`src/rtl/tmds_channel_decoder_if.sv`:
```
// Symbol input and decoded outputs of one TMDS receive channel.
// master = symbol source / decode sink side, slave = the decoder itself.
interface tmds_channel_decoder_if;
    logic [9:0] tmds_sym;
    logic       bitslip;
    logic       locked;
    logic [7:0] video_data;
    logic [1:0] ctrl;
    logic       ctrl_valid;
    logic [3:0] terc4;
    logic       terc4_valid;

    modport master (
        output tmds_sym,
        input  bitslip, locked, video_data, ctrl, ctrl_valid, terc4, terc4_valid
    );

    modport slave (
        input  tmds_sym,
        output bitslip, locked, video_data, ctrl, ctrl_valid, terc4, terc4_valid
    );
endinterface

```
`src/rtl/tmds_channel_decoder.sv`:
```
// TMDS channel receiver: word alignment via control-token runs plus video/control/TERC4 decode.
// Latency: 2 cycles symbol to decode outputs. Backpressure: none, one symbol accepted every cycle.
module tmds_channel_decoder #(
    parameter int LOCK_RUN    = 8,
    parameter int SEARCH_TMO  = 1024,
    parameter int SLIP_SETTLE = 4,
    parameter int LOSS_TMO    = 2048
) (
    input  logic                  clk_pix,
    input  logic                  rst_in,
    tmds_channel_decoder_if.slave dec
);
    localparam int MAX_A = (LOCK_RUN > SEARCH_TMO) ? LOCK_RUN : SEARCH_TMO;
    localparam int MAX_B = (SLIP_SETTLE > LOSS_TMO) ? SLIP_SETTLE : LOSS_TMO;
    localparam int MAX_P = (MAX_A > MAX_B) ? MAX_A : MAX_B;
    localparam int CW    = $clog2(MAX_P) + 1;

    typedef logic [CW-1:0] cnt_t;

    localparam cnt_t RUN_LAST    = cnt_t'(LOCK_RUN - 1);
    localparam cnt_t TMO_LAST    = cnt_t'(SEARCH_TMO - 1);
    localparam cnt_t SETTLE_LAST = cnt_t'(SLIP_SETTLE);
    localparam cnt_t GAP_LAST    = cnt_t'(LOSS_TMO - 1);
    localparam cnt_t CNT_MAX     = {CW{1'b1}};

    typedef enum logic [1:0] {
        SEARCH = 2'd0,
        SLIP   = 2'd1,
        LOCKED = 2'd2
    } state_t;

    typedef struct packed {
        logic [7:0] video;
        logic [1:0] ctrl;
        logic       ctrl_vld;
        logic [3:0] terc4;
        logic       terc4_vld;
    } dec_t;

    logic [9:0] sym_q;
    logic [7:0] v;
    dec_t       dec_d;
    dec_t       dec_q;
    logic       tok;

    state_t state, state_n;
    cnt_t   run_q, run_n;
    cnt_t   tmo_q, tmo_n;
    cnt_t   settle_q, settle_n;
    cnt_t   gap_q, gap_n;
    logic   bitslip_q, bitslip_n;
    logic   locked_q, locked_n;

    function automatic cnt_t sat_inc(input cnt_t c);
        return (c == CNT_MAX) ? c : c + cnt_t'(1);
    endfunction

    always_comb begin
        dec_d = '0;
        v     = sym_q[9] ? ~sym_q[7:0] : sym_q[7:0];
        dec_d.video[0] = v[0];
        for (int i = 1; i < 8; i++) begin
            dec_d.video[i] = sym_q[8] ? (v[i] ^ v[i-1]) : ~(v[i] ^ v[i-1]);
        end
        case (sym_q)
            10'b1101010100: begin dec_d.ctrl = 2'd0; dec_d.ctrl_vld = 1'b1; end
            10'b0010101011: begin dec_d.ctrl = 2'd1; dec_d.ctrl_vld = 1'b1; end
            10'b0101010100: begin dec_d.ctrl = 2'd2; dec_d.ctrl_vld = 1'b1; end
            10'b1010101011: begin dec_d.ctrl = 2'd3; dec_d.ctrl_vld = 1'b1; end
            default: ;
        endcase
        // TERC4 codes are disjoint from the control tokens, so both flags never fire together
        dec_d.terc4_vld = 1'b1;
        case (sym_q)
            10'b1010011100: dec_d.terc4 = 4'd0;
            10'b1001100011: dec_d.terc4 = 4'd1;
            10'b1011100100: dec_d.terc4 = 4'd2;
            10'b1011100010: dec_d.terc4 = 4'd3;
            10'b0101110001: dec_d.terc4 = 4'd4;
            10'b0100011110: dec_d.terc4 = 4'd5;
            10'b0110001110: dec_d.terc4 = 4'd6;
            10'b0100111100: dec_d.terc4 = 4'd7;
            10'b1011001100: dec_d.terc4 = 4'd8;
            10'b0100111001: dec_d.terc4 = 4'd9;
            10'b0110011100: dec_d.terc4 = 4'd10;
            10'b1011000110: dec_d.terc4 = 4'd11;
            10'b1010001110: dec_d.terc4 = 4'd12;
            10'b1001110001: dec_d.terc4 = 4'd13;
            10'b0101100011: dec_d.terc4 = 4'd14;
            10'b1011000011: dec_d.terc4 = 4'd15;
            default:        dec_d.terc4_vld = 1'b0;
        endcase
    end

    assign tok = dec_d.ctrl_vld;

    always_comb begin
        state_n   = state;
        run_n     = run_q;
        tmo_n     = tmo_q;
        settle_n  = settle_q;
        gap_n     = gap_q;
        bitslip_n = 1'b0;
        case (state)
            SEARCH: begin
                run_n = tok ? sat_inc(run_q) : '0;
                tmo_n = sat_inc(tmo_q);
                if (tok && (run_q == RUN_LAST)) begin
                    state_n = LOCKED;
                    run_n   = '0;
                    tmo_n   = '0;
                    gap_n   = '0;
                end else if (tmo_q == TMO_LAST) begin
                    state_n   = SLIP;
                    bitslip_n = 1'b1;
                    run_n     = '0;
                    tmo_n     = '0;
                    settle_n  = '0;
                end
            end
            SLIP: begin
                // Pulse cycle plus SLIP_SETTLE cycles of stale symbols are ignored
                settle_n = sat_inc(settle_q);
                if (settle_q == SETTLE_LAST) begin
                    state_n  = SEARCH;
                    settle_n = '0;
                    run_n    = '0;
                    tmo_n    = '0;
                end
            end
            LOCKED: begin
                if (tok) begin
                    gap_n = '0;
                end else if (gap_q == GAP_LAST) begin
                    state_n = SEARCH;
                    gap_n   = '0;
                    run_n   = '0;
                    tmo_n   = '0;
                end else begin
                    gap_n = sat_inc(gap_q);
                end
            end
            default: state_n = SEARCH;
        endcase
        locked_n = (state_n == LOCKED);
    end

    always_ff @(posedge clk_pix) begin
        if (rst_in) begin
            sym_q     <= '0;
            dec_q     <= '0;
            state     <= SEARCH;
            run_q     <= '0;
            tmo_q     <= '0;
            settle_q  <= '0;
            gap_q     <= '0;
            bitslip_q <= 1'b0;
            locked_q  <= 1'b0;
        end else begin
            sym_q     <= dec.tmds_sym;
            dec_q     <= dec_d;
            state     <= state_n;
            run_q     <= run_n;
            tmo_q     <= tmo_n;
            settle_q  <= settle_n;
            gap_q     <= gap_n;
            bitslip_q <= bitslip_n;
            locked_q  <= locked_n;
        end
    end

    assign dec.bitslip     = bitslip_q;
    assign dec.locked      = locked_q;
    assign dec.video_data  = dec_q.video;
    assign dec.ctrl        = dec_q.ctrl;
    assign dec.ctrl_valid  = dec_q.ctrl_vld;
    assign dec.terc4       = dec_q.terc4;
    assign dec.terc4_valid = dec_q.terc4_vld;
endmodule

```
`src/flat_wrapper.sv`:
```
// flat-port wrapper written by rule: the top's interface ports become plain ports
module tmds_channel_decoder_flat 
#(
    parameter int LOCK_RUN    = 8,
    parameter int SEARCH_TMO  = 1024,
    parameter int SLIP_SETTLE = 4,
    parameter int LOSS_TMO    = 2048
)
  (clk_pix, rst_in, dec_tmds_sym, dec_bitslip, dec_locked, dec_video_data, dec_ctrl, dec_ctrl_valid, dec_terc4, dec_terc4_valid);
  tmds_channel_decoder_if dec_i ();
  input  logic clk_pix;
  input  logic rst_in;
  input wire logic [$bits(dec_i.tmds_sym)-1:0] dec_tmds_sym;
  output wire logic [$bits(dec_i.bitslip)-1:0] dec_bitslip;
  output wire logic [$bits(dec_i.locked)-1:0] dec_locked;
  output wire logic [$bits(dec_i.video_data)-1:0] dec_video_data;
  output wire logic [$bits(dec_i.ctrl)-1:0] dec_ctrl;
  output wire logic [$bits(dec_i.ctrl_valid)-1:0] dec_ctrl_valid;
  output wire logic [$bits(dec_i.terc4)-1:0] dec_terc4;
  output wire logic [$bits(dec_i.terc4_valid)-1:0] dec_terc4_valid;
  assign dec_i.tmds_sym = dec_tmds_sym;
  assign dec_bitslip = dec_i.bitslip;
  assign dec_locked = dec_i.locked;
  assign dec_video_data = dec_i.video_data;
  assign dec_ctrl = dec_i.ctrl;
  assign dec_ctrl_valid = dec_i.ctrl_valid;
  assign dec_terc4 = dec_i.terc4;
  assign dec_terc4_valid = dec_i.terc4_valid;
  tmds_channel_decoder #(.LOCK_RUN(LOCK_RUN), .SEARCH_TMO(SEARCH_TMO), .SLIP_SETTLE(SLIP_SETTLE), .LOSS_TMO(LOSS_TMO)) u_core (.clk_pix(clk_pix), .rst_in(rst_in), .dec(dec_i));
endmodule
```
`config.mk`:
```
export PLATFORM = sky130hd
export DESIGN_NAME = tmds_channel_decoder_flat
export DESIGN_NICKNAME = d
export VERILOG_FILES = /design/src/rtl/tmds_channel_decoder_if.sv /design/src/rtl/tmds_channel_decoder.sv /design/src/flat_wrapper.sv
export SDC_FILE = /design/constraint.sdc
export NUM_CORES = 1
export LEC_CHECK = 0
export BUFFER_PORTS_ARGS = -buffer_cell sky130_fd_sc_hd__buf_4
export CAP_MARGIN = 20
export CORE_UTILIZATION = 45
export CTS_CLUSTER_SIZE = 10
export DETAILED_ROUTE_END_ITERATION = 16
export HOLD_SLACK_MARGIN = 0.05
export PLACE_DENSITY = 0.73
export SLEW_MARGIN = 20
export SYNTH_ARGS = -nofsm -noshare
export SYNTH_HDL_FRONTEND = slang
export SYNTH_SLANG_ARGS = --single-unit
```
`constraint.sdc`:
```
create_clock -name clk_pix -period 3.3 [get_ports clk_pix]
set_input_delay 0.165 -clock clk_pix [delete_from_list [all_inputs] [get_ports clk_pix]]
set_output_delay 0.165 -clock clk_pix [all_outputs]
set_load 0.005 [all_outputs]
```
# Yosys cells after proc, flatten, opt, wreduce, memory -nomap -nowiden
# Cells that the tools add are included.
dict set report classes {
  add_sub_neg 4
  n_eq_ne 41
  mux 40
  n_bitwise 16
  reduce_logical 11
}
# operator count
set op_table {}
lappend op_table {{$mux 12} 18}
lappend op_table {{$eq 10x10->1 const B} 11}
lappend op_table {{$eq 10x9->1 const B} 8}
lappend op_table {{$pmux 12 s3} 2}
lappend op_table {{$pmux 4 s15} 1}
lappend op_table {{$add 12x1->12 const B} 4}
lappend op_table {{$eq 12x12->1 const B} 4}
lappend op_table {{$pmux 12 s2} 2}
lappend op_table {{$eq 12x3->1 const B} 2}
lappend op_table {{$reduce_or 16->1} 1}
lappend op_table {{$eq 12x10->1 const B} 1}
lappend op_table {{$eq 12x11->1 const B} 1}
lappend op_table {{$pmux 3 s4} 1}
lappend op_table {{$eq 10x8->1 const B} 1}
lappend op_table {{$mux 2} 5}
lappend op_table {{$reduce_and 5->1} 2}
lappend op_table {{$mux 1} 9}
lappend op_table {{$mux 8} 1}
lappend op_table {{$ne 2x1->1 const B} 4}
lappend op_table {{$not 1->1} 8}
lappend op_table {{$not 8->8} 1}
lappend op_table {{$xor 1x1->1} 7}
lappend op_table {{$pmux 2 s3} 1}
lappend op_table {{$ne 5x5->1 const B} 1}
lappend op_table {{other kinds (13)} 16}
dict set report word_totals {
  register_bits 78
  in_bits 12
  out_inout_bits 18
  wordCells 125
}

# Logic depth before layout (Yosys ltp)
# Gate-level depths: netlist (run 1).
dict set report depth {
  depth_word 6
  depth_mapped 10
  mapped_depth_nobuf 8
}

# Worst setup path before layout (run 1)
# Ideal clock, no wire load.
dict set report synth_path {
  kind {register to register}
  start {register u_core.gap_q[0]}
  end {register u_core.tmo_q[5]}
  setup_time_ns 0.117
  arrival_time_ns 2.387
  required_ns 3.183
  setup_slack_ns 0.795
  stages_incl_launch_ff 9
  n_path_buf 1
  period_less_slack_ns 2.505
  path_cell_list {dfxtp_1 -> ha_1 -> nand4_2 -> or4_4 -> o31a_1 -> or3_1 -> buf_6 -> a211o_1 -> a32o_1}
}
dict set report synth_between {
  elab_chain_len 3
}
# item line_no
set synth_lines {}
lappend synth_lines {{from (decl)} tmds_channel_decoder.sv:50} ;# cnt_t gap_q, gap_n;
lappend synth_lines {{from (signal assigned)} tmds_channel_decoder.sv:166} ;# gap_q <= gap_n;
lappend synth_lines {{$eq 12x11->1} tmds_channel_decoder.sv:134} ;# end else if (gap_q == GAP_LAST) begin
lappend synth_lines {{$ne 2x1->1 (no source line)} -}
lappend synth_lines {{$reduce_and 5->1 (no source line)} -}
lappend synth_lines {{to (signal assigned)} tmds_channel_decoder.sv:164} ;# tmo_q <= tmo_n;
lappend synth_lines {{to (decl)} tmds_channel_decoder.sv:48} ;# cnt_t tmo_q, tmo_n;
# Every way passes these cells.
# A chain may end at the register's enable or synchronous reset.

# Worst setup path after layout (run 1)
dict set report layout_path {
  start {register u_core.gap_q[0]}
  end {register u_core.run_q[6]}
}
dict set report layout_between {
  elab_chain_len 3
}
# item line_no
set layout_lines {}
lappend layout_lines {{$eq 12x11->1} tmds_channel_decoder.sv:134}
lappend layout_lines {{$ne 2x1->1 (no source line)} -}
lappend layout_lines {{$reduce_and 5->1 (no source line)} -}
lappend layout_lines {{to (signal assigned)} tmds_channel_decoder.sv:163} ;# run_q <= run_n;
lappend layout_lines {{to (decl)} tmds_channel_decoder.sv:47} ;# cnt_t run_q, run_n;
# Every way passes these cells.

==> results of run 1 <==
cell type report:
| class | instances | share of cell area, % |
|---|---|---|
| repair buffers | 44 | 7.26 |
| well taps | 111 | 2.86 |
| inverters | 30 | 2.32 |
| flip-flops and latches | 78 | 32.1 |
| clock buffers | 10 | 2.83 |
| clock inverters | 6 | 1.42 |
| multi-input cells | 370 | 51.2 |
power by group through the flow:
stage / Clock [uW] / Combinational [uW] / Sequential, uW
after floorplan: 0 / 71.9 / 993
after global placement: 0 / 102 / 1000
after detailed placement: 0 / 103 / 1000
after CTS: 764 / 112 / 982
after global routing: 804 / 125 / 985
final: 736 / 112 / 982
Yosys cell counts, types with 4 or more instances:
library cell   n  share of area [%]
nor3b_1        5               0.88
nand4_1       10                1.5
and3_1         8                1.2
o22ai_1        4               0.59
or2_2          4               0.59
ha_1          17                5.0
and4_1         4               0.82
a21oi_1       21                2.5
xor2_1         5                1.0
nand2_1       28                2.5
clkbuf_1      13                1.1
o31ai_1       10                1.8
mux2i_1        4               0.94
nand3_1       26                3.0
o21ai_0       18                2.1
xnor2_1       17                3.5
nor2_1        41                3.6
inv_1         30                2.6
nor4_1        10                1.5
nor4b_1        5                1.0
dfxtp_1       78                 37
o211ai_1       7                1.2
nor2b_1       19                2.8
a32o_1         6                1.4
or4_1          9                1.6
nand2b_1       6               0.88
buf_2          9                1.1
nor3_1        21                2.5
or3_1          6               0.88
logic make-up after synthesis:
family	after synthesis
fa+ha+maj	17
compound gates	107
flops	78
simple gates	220
buf+inv	56
mux	4
xor+xnor	22
worst max-delay path, delay by kind of cell (launching register included):
kind / cells / cell delay [ns]
AO/OA/AOI/OAI: 3 / 0.99
flip-flops: 1 / 0.39
AND/OR/NAND/NOR: 3 / 1.15
adder cells (fa/ha/maj): 1 / 0.22
metal layers:
metal / share of wire [%] / routed length [microns] / vias up / global-route usage, %
met5: 0 / 0 / - / 0
met4: 0.88 / 84 / 0 / 4.41
met3: 4.0 / 381 / 8 / 4.50
met2: 48 / 4610 / 100 / 34.7
met1: 47 / 4460 / 1839 / 25.2
li1: - / - / 1916 / -
per-stage QoR:
| step | power [uW] | hold slack (ns) | instance area, sq um | std cells |
|---|---|---|---|---|
| 6_report | 1830 | 0.0753 | 4860 | 649 |
| 5_1_grt | 1910 | 0.0594 | 4860 | 649 |
| 4_1_cts | 1860 | 0.0710 | 4860 | 649 |
| 3_5_place_dp | 1110 | 0.383 | 4570 | 624 |
| 3_3_place_gp | 1110 | 0.380 | 4570 | 624 |
| 2_1_floorplan | 1070 | 0.245 | 4270 | 504 |
state kept, by name, indices dropped and copies added, names as in the netlist, 2 cells and up:
name and cells:
u_core.state 2, u_core.dec.terc4 4, u_core.tmo_q 12, u_core.settle_q 12, u_core.run_q 12, u_core.dec.video_data 8
u_core.dec.ctrl 2, u_core.sym_q 10, u_core.gap_q 12
worst min path at each step:
stage / startpoint / to / cells after the start
5_1_grt: dec_tmds_sym[8] / u_core.sym_q[8] / 2
3_5_place_dp: dec_tmds_sym[4] / u_core.sym_q[4] / 2
6_report: dec_tmds_sym[8] / u_core.sym_q[8] / 2
4_1_cts: dec_tmds_sym[8] / u_core.sym_q[8] / 2
3_3_place_gp: dec_tmds_sym[0] / u_core.sym_q[0] / 2
2_1_floorplan: rst_in / u_core.state[1] / 1
==> impl_metrics.json, run 1 <==
{
  "outcome": "completed",
  "synth-simple-area-share_pct": 29.3,
  "cts-buffers-inserted": 9,
  "multi_input_area_sq_um": 2490,
  "insertedDiodeCount": 0,
  "p_sw_share_pct": 23.8,
  "fin_ws_ns": 0.415,
  "endpoint": "u_core.run_q[6]",
  "min-delay-path-class": "in2reg",
  "syn_to_final_growth_pct": 13.9,
  "synthAdderAreaFrac_pct": 4.98,
  "clock_power_share_pct": 40.2,
  "drv_slew": 0,
  "mostFrequentLayoutCells": "dfxtp_1 (78), nor2_1 (41), buf_4 (35), inv_1 (30), nand2_1 (28)",
  "crit_path_end_kind": "flop",
  "routed_wl_microns": 9540,
  "fp.dieArea_sq_um": 9880,
  "die_w_microns": 99.4,
  "grt_usage_pct": 19.9,
  "synth_compound_area_share_pct": 18.3,
  "leakagePower_uw": 0.00174,
  "hpwl_microns": 6530,
  "layout_commonest_cell": "dfxtp_1",
  "crit_chain": "ha_1 > nand4_2 > or4_4 > o31a_1 > or3_1 > o21ai_2 > o221ai_1",
  "grt_overflow": 0,
  "cp-start-kind": "flop",
  "synthFlopType": "dfxtp_1",
  "power_density_nw_per_um2": 376,
  "hold_violations": 0,
  "seq_area_frac_synth_pct": 36.6,
  "fmax_mhz": 347,
  "critPathKind": "reg2reg",
  "switchingPower_uw": 435,
  "ys_types": 66,
  "dr.pass1.iters": 5,
  "grt_first_pass_wirelength_microns": 16200,
  "critPathArrivalTime_ns": 3.10,
  "port_buffers": 29,
  "num_rows": 35,
  "p_int_uw": 1400,
  "critPathMaxStageDelay_ns": 0.51,
  "drive_gt1_share_pct": 12.8,
  "antenna_found_initial": 0,
  "netlist_area_sq_um": 4270,
  "ios": 30,
  "crit_start": "u_core.gap_q[0]",
  "grt_max_degree": 43,
  "clk_latency_ns": 0.36,
  "syn_nets": 533,
  "core_sq_um": 9200,
  "seq_power_share_pct": 53.7,
  "fin_crit_ns": 2.88,
  "timing.rr.start": "u_core.gap_q[0]",
  "synth_top_family_by_area": "simple AND/OR/NAND/NOR gates",
  "cts_root_buffer": "clkbuf_8",
  "cts_hold_buf": 9,
  "ctsLongestPathBuffers": 2,
  "grt_pass1_vias": 3583,
  "max_cap_violations": 0,
  "seq_area_sq_um": 1560,
  "synth_warnings": 0,
  "cts.sinks": 78,
  "cp.required_ns": 3.52,
  "combPwrFrac_pct": 6.1,
  "worstMarginPinSlew_ns": 0.787,
  "synth_edf_count": 0,
  "vias": 3863,
  "fp.dieH_microns": 99.4,
  "n_fill_cell": 862,
  "path_max_fanout": 12,
  "avgViaCountPerCell": 5.95,
  "synthCells": 504,
  "place_ws_ns": 0.455,
  "initial_core_util_pct": 46.4,
  "clk_pin_slew_worst_paths_ns": 0.08,
  "slowest_stage": "o21ai_2",
  "regToRegSetupSlack_ns": 0.42,
  "ir_worst_vdd_v": 0.000226,
  "htreeDepth": 3,
  "setup_viol_count_final": 0,
  "slew-limit-headroom_pct": 47.1,
  "avgSynthCellArea_sq_um": 8.47,
  "antenna_left": 0,
  "rsz0062_at_grt": "no",
  "fin_crit_sh_pct": 87.4,
  "fin_util_pct": 52.9,
  "cts-resized-gates": 0,
  "reg2reg_depth": 7,
  "place_congestion": 0.917,
  "route.detailed.drc": 0,
  "synth_xor_area_share_pct": 4.51,
  "fin_tns_setup_ns": 0,
  "finClkSkew_ns": 0.0106,
  "cts_tree": "done",
  "num-nets-final": 562,
  "wl_per_cell_microns": 14.7,
  "post-cts-setup-buffers": 0,
  "drt_iter0_drc": 234,
  "reg2reg_to": "u_core.run_q[6]",
  "ys_seq_elements": 78,
  "postSynth.asyncResetShare_pct": 0,
  "synthMuxAreaShare_pct": 0.938
}
No activity file was read; power rests on OpenSTA's default activity.
==> inputs of run 2 (changes only) <==
--- a/config.mk
+++ b/config.mk
@@ -7,11 +7,13 @@
 export LEC_CHECK = 0
 export BUFFER_PORTS_ARGS = -buffer_cell sky130_fd_sc_hd__buf_4
 export CAP_MARGIN = 20
-export CORE_UTILIZATION = 45
+export CELL_PAD_IN_SITES_DETAIL_PLACEMENT = 1
+export CELL_PAD_IN_SITES_GLOBAL_PLACEMENT = 2
+export CORE_UTILIZATION = 37
 export CTS_CLUSTER_SIZE = 10
 export DETAILED_ROUTE_END_ITERATION = 16
 export HOLD_SLACK_MARGIN = 0.05
-export PLACE_DENSITY = 0.73
+export PLACE_DENSITY = 0.9
 export SLEW_MARGIN = 20
 export SYNTH_ARGS = -nofsm -noshare
 export SYNTH_HDL_FRONTEND = slang
==> run 2 against run 1 <==
Against the previous run: setup slack got worse by 0.023 ns; combinational power is 9.8% higher; largest cell class unchanged; clock skew decreased by 0.0027 ns; largest power group is now clock.
==> impl_metrics.json, run 2 (same netlist as run 1, synthesis figures left out) <==
{
  "wl_per_cell_microns": 17.0,
  "p_int_uw": 1650,
  "leakagePower_uw": 0.00182,
  "cts-resized-gates": 0,
  "fp.dieH_microns": 109,
  "finClkSkew_ns": 0.00797,
  "clock_power_share_pct": 48.0,
  "drive_gt1_share_pct": 13.4,
  "path_max_fanout": 12,
  "vias": 3910,
  "port_buffers": 29,
  "die_w_microns": 109,
  "cts-buffers-inserted": 9,
  "slew-limit-headroom_pct": 35.4,
  "crit_chain": "ha_1 > nand4_2 > or4_4 > o31a_1 > or3_1 > o21ai_2 > o221ai_1",
  "grt_usage_pct": 21.3,
  "post-route-cell-area_sq_um": 5030,
  "cp_num_buf_inv": 0,
  "fin_tns_setup_ns": 0,
  "critPathArrivalTime_ns": 3.12,
  "place_congestion": 0.830,
  "cts.sinks": 78,
  "hpwl_microns": 7950,
  "power_density_nw_per_um2": 422,
  "grt_overflow": 0,
  "seq_power_share_pct": 46.2,
  "dr.pass1.iters": 4,
  "cp.required_ns": 3.51,
  "worstMarginPinSlew_ns": 0.961,
  "ctsLongestPathBuffers": 2,
  "combPwrFrac_pct": 5.8,
  "hold_violations": 0,
  "core_sq_um": 11000,
  "cp-start-kind": "flop",
  "fin_crit_sh_pct": 88.1,
  "p_sw_share_pct": 22.4,
  "place_ws_ns": 0.396,
  "antenna_left": 0,
  "min-delay-path-class": "in2reg",
  "fmax_mhz": 344,
  "grt_first_pass_wirelength_microns": 19800,
  "cts_root_buffer": "clkbuf_16",
  "num-nets-final": 567,
  "critPathKind": "reg2reg",
  "ios": 30,
  "layout_commonest_cell": "dfxtp_1",
  "fin_ws_ns": 0.392,
  "holdWs_ns": 0.0778,
  "rsz0062_at_grt": "no",
  "crit_path_end_kind": "flop",
  "critPathMaxStageDelay_ns": 0.51,
  "mostFrequentLayoutCells": "dfxtp_1 (78), nor2_1 (41), buf_4 (40), inv_1 (30), nand2_1 (28)",
  "clk_latency_ns": 0.35,
  "syn_to_final_growth_pct": 17.9,
  "avgViaCountPerCell": 5.72,
  "fin_crit_ns": 2.91,
  "path_delay_family": "simple AND/OR/NAND/NOR gates",
  "cts_tree": "done",
  "drv_slew": 0,
  "max_cap_violations": 0,
  "initial_core_util_pct": 38.7,
  "switchingPower_uw": 477,
  "place_area_sq_um": 4640,
  "route.detailed.drc": 0,
  "ir_worst_vdd_v": 0.000318,
  "setup_viol_count_final": 0,
  "grt_max_degree": 43,
  "outcome": "completed",
  "post-cts-setup-buffers": 0,
  "slowest_stage": "o21ai_2",
  "fp.dieArea_sq_um": 12000,
  "grt_pass1_vias": 4060,
  "antenna_found_initial": 0,
  "clk_pin_slew_worst_paths_ns": 0.06,
  "htreeDepth": 3,
  "num_rows": 38,
  "routed_wl_microns": 11600,
  "drt_iter0_drc": 115
}
## run 2: changes by cell type in the layout (fill, tap and decap cells not counted), sizes merged
cell      previous run  this run
inv                 31        30
diode                0         1
clkbuf              10        12
clkinvlp             1         0
buf                 35        40
## run 2: path summary, 6_finish.rpt
kind | from | to | slack [ns] | cells after the start
hold reg to reg | u_core.gap_q[10] | u_core.gap_q[10] | 0.46 | 2
hold / removal | dec_tmds_sym[4] | u_core.sym_q[4] | 0.08 | 2
setup reg to reg | u_core.gap_q[0] | u_core.run_q[6] | 0.39 | 7
setup / recovery | u_core.gap_q[0] | u_core.run_q[6] | 0.39 | 7
## run 2: timing repair
item                                    CTS  global route
hold endpoints to repair                  9             0
endpoints found under the setup margin    0             0
hold buffers                              9             0
## run 2: metrics by stage
stage	util, %	total power [uW]	instances
2_1_floorplan	-	1070	504
3_3_place_gp	42.1	1110	658
3_5_place_dp	42.1	1120	658
4_1_cts	45.6	2140	683
5_1_grt	45.6	2200	683
6_report	45.6	2120	684
## run 2: routing by layer
layer | track usage, % | up-vias | wire [microns]
met5 | 0 | - | 0
met4 | 4.95 | 0 | 64
met3 | 6.28 | 6 | 489
met2 | 35.4 | 65 | 5700
met1 | 27.0 | 1912 | 5370
li1 | - | 1927 | -
## run 2: final cells by class
type | count | area [sq um]
flip-flops and latches | 78 | 1560
repair buffers | 49 | 390
well taps | 140 | 175
clock buffers | 12 | 256
inverters | 30 | 113
multi-input cells | 370 | 2490
diodes | 1 | 2.50
fillers | 1319 | 6000
clock inverters | 4 | 45.0
## run 2: power by group through the flow
stage	Sequential [uW]	Combinational, uW	Clock (uW)
final	981	123	1020
after global placement	1000	110	0
after CTS	980	123	1040
after detailed placement	1000	114	0
after floorplan	993	71.9	0
after global routing	984	138	1080
==> inputs of run 3 (changes only) <==
--- a/config.mk
+++ b/config.mk
@@ -9,11 +9,12 @@
 export CAP_MARGIN = 20
 export CELL_PAD_IN_SITES_DETAIL_PLACEMENT = 1
 export CELL_PAD_IN_SITES_GLOBAL_PLACEMENT = 2
-export CORE_UTILIZATION = 37
+export CORE_UTILIZATION = 40
 export CTS_CLUSTER_SIZE = 10
 export DETAILED_ROUTE_END_ITERATION = 16
 export HOLD_SLACK_MARGIN = 0.05
-export PLACE_DENSITY = 0.9
+export PLACE_DENSITY = 0.95
+export REMOVE_ABC_BUFFERS = 1
 export SLEW_MARGIN = 20
 export SYNTH_ARGS = -nofsm -noshare
 export SYNTH_HDL_FRONTEND = slang
==> constraint.sdc (replaced) <==
create_clock -name clk_pix -period 3.6 [get_ports clk_pix]
set_input_delay 0.18 -clock clk_pix [delete_from_list [all_inputs] [get_ports clk_pix]]
set_output_delay 0.18 -clock clk_pix [all_outputs]
set_load 0.005 [all_outputs]
==> run 3 against run 2 <==
Against the previous run: combinational power shrank 14%; setup slack improved by 0.33 ns; sequential share of layout area rose by 0.78 points; final area decreased by 2.5%; via count down 0.54%; highest routed layer unchanged; critical path type unchanged; cell count fell by 1.6%; sequential power fell by 8.2%; maximum frequency rose by 1.0%; core utilization is 1.9 points higher; power fell by 17%; non-clock buffer count shrank 5; global-route usage down 0.38 points.
==> impl_metrics.json, run 3 (same netlist as run 1, synthesis figures left out) <==
{
  "outcome": "completed",
  "fin_tns_setup_ns": 0,
  "grt_max_degree": 43,
  "hold_violations": 0,
  "rsz0062_at_grt": "no",
  "grt_usage_pct": 20.9,
  "ios": 30,
  "power_density_nw_per_um2": 359,
  "fin_crit_sh_pct": 80.0,
  "num_rows": 37,
  "place_congestion": 0.871,
  "cts.sinks": 78,
  "fin_util_pct": 47.6,
  "grt_overflow": 0,
  "place_area_sq_um": 4600,
  "insertedDiodeCount": 0,
  "post-cts-setup-buffers": 0,
  "n_fill_cell": 1217,
  "max_cap_violations": 0,
  "drive_gt1_share_pct": 12.5,
  "fin_crit_ns": 2.88,
  "mostFrequentLayoutCells": "dfxtp_1 (78), nor2_1 (41), buf_4 (35), inv_1 (30), nand2_1 (28)",
  "drv_slew": 0,
  "grt_pass1_vias": 4016,
  "setup_viol_count_final": 0,
  "path_max_fanout": 12,
  "multi_input_area_sq_um": 2490,
  "hpwl_microns": 7840,
  "drt_iter0_drc": 102,
  "initial_core_util_pct": 41.4,
  "ir_worst_vdd_v": 0.000189,
  "layout_commonest_cell": "dfxtp_1",
  "cts_root_buffer": "clkbuf_8",
  "critPathArrivalTime_ns": 3.11,
  "cts_tree": "done",
  "port_buffers": 29,
  "cp.required_ns": 3.83,
  "critPathKind": "reg2reg",
  "cp-start-kind": "flop",
  "syn_to_final_growth_pct": 15.0,
  "crit_path_end_kind": "flop",
  "fmax_mhz": 347,
  "worstMarginPinSlew_ns": 0.702,
  "grt_first_pass_wirelength_microns": 18700,
  "antenna_left": 0,
  "num-nets-final": 562,
  "wl_per_cell_microns": 16.3,
  "htreeDepth": 3,
  "post-route-cell-area_sq_um": 4910,
  "fp.dieH_microns": 105,
  "holdWs_ns": 0.0613,
  "clk_latency_ns": 0.36,
  "dr.pass1.iters": 4,
  "fp.dieArea_sq_um": 11100,
  "core_sq_um": 10300,
  "cts-buffers-inserted": 9,
  "slew-limit-headroom_pct": 52.8,
  "min-delay-path-class": "in2reg",
  "die_w_microns": 105,
  "cts-resized-gates": 0,
  "avgViaCountPerCell": 5.78,
  "ctsLongestPathBuffers": 2,
  "leakagePower_uw": 0.00175,
  "routed_wl_microns": 11000,
  "finClkSkew_ns": 0.00639,
  "seq_area_sq_um": 1560,
  "route.detailed.drc": 0,
  "vias": 3889,
  "cts_hold_buf": 9,
  "antenna_found_initial": 0,
  "clk_pin_slew_worst_paths_ns": 0.08
}
-- run 3: critical path, cell delays in order (launching register included) --
cell and delay [ns]:
dfxtp_1 0.40, ha_1 0.21, nand4_2 0.20, or4_4 0.47, o31a_1 0.30, or3_1 0.49, o21ai_2 0.50, o221ai_1 0.17
-- run 3: report_power, final --
| group | internal [uW] | switching, uW |
|---|---|---|
| clock | 425 | 330 |
| combinational | 56.1 | 49.7 |
| sequential | 880 | 20.1 |
| total | 1360 | 400 |
-- run 3: per-stage QoR --
step                      setup WS (ns)  std cells  total power (uW)
after global routing              0.462        673              1830
after CTS                         0.718        673              1780
after detailed placement          0.728        649              1020
after floorplan                   0.476        478               969
after global placement            0.794        649              1010
final                             0.722        673              1760
-- run 3: metal layers --
| layer | GRT usage [%] | vias up | share of wire, % |
|---|---|---|---|
| met5 | 0 | - | 0 |
| met4 | 7.65 | 0 | 1.6 |
| met3 | 3.83 | 14 | 2.4 |
| met2 | 38.0 | 43 | 51 |
| met1 | 24.3 | 1927 | 45 |
| li1 | - | 1905 | - |
-- run 3: final timing paths --
check,start,end,slack (ns),cells past startpoint
worst max-delay path,u_core.gap_q[0],u_core.run_q[5],0.72,7
worst min register to register,u_core.gap_q[10],u_core.gap_q[10],0.45,2
worst max register to register,u_core.gap_q[0],u_core.run_q[5],0.72,7
worst min-delay path,dec_tmds_sym[2],u_core.sym_q[2],0.06,2
-- run 3: area by class of cell --
class                      instances  share of cell area [%]
timing repair buffer              44                    7.19
multi-input combinational        370                    50.7
clock buffer                      12                    3.16
sequential                        78                    31.8
tap                              136                    3.47
clock inverter                     3                    1.38
inverter                          30                    2.29
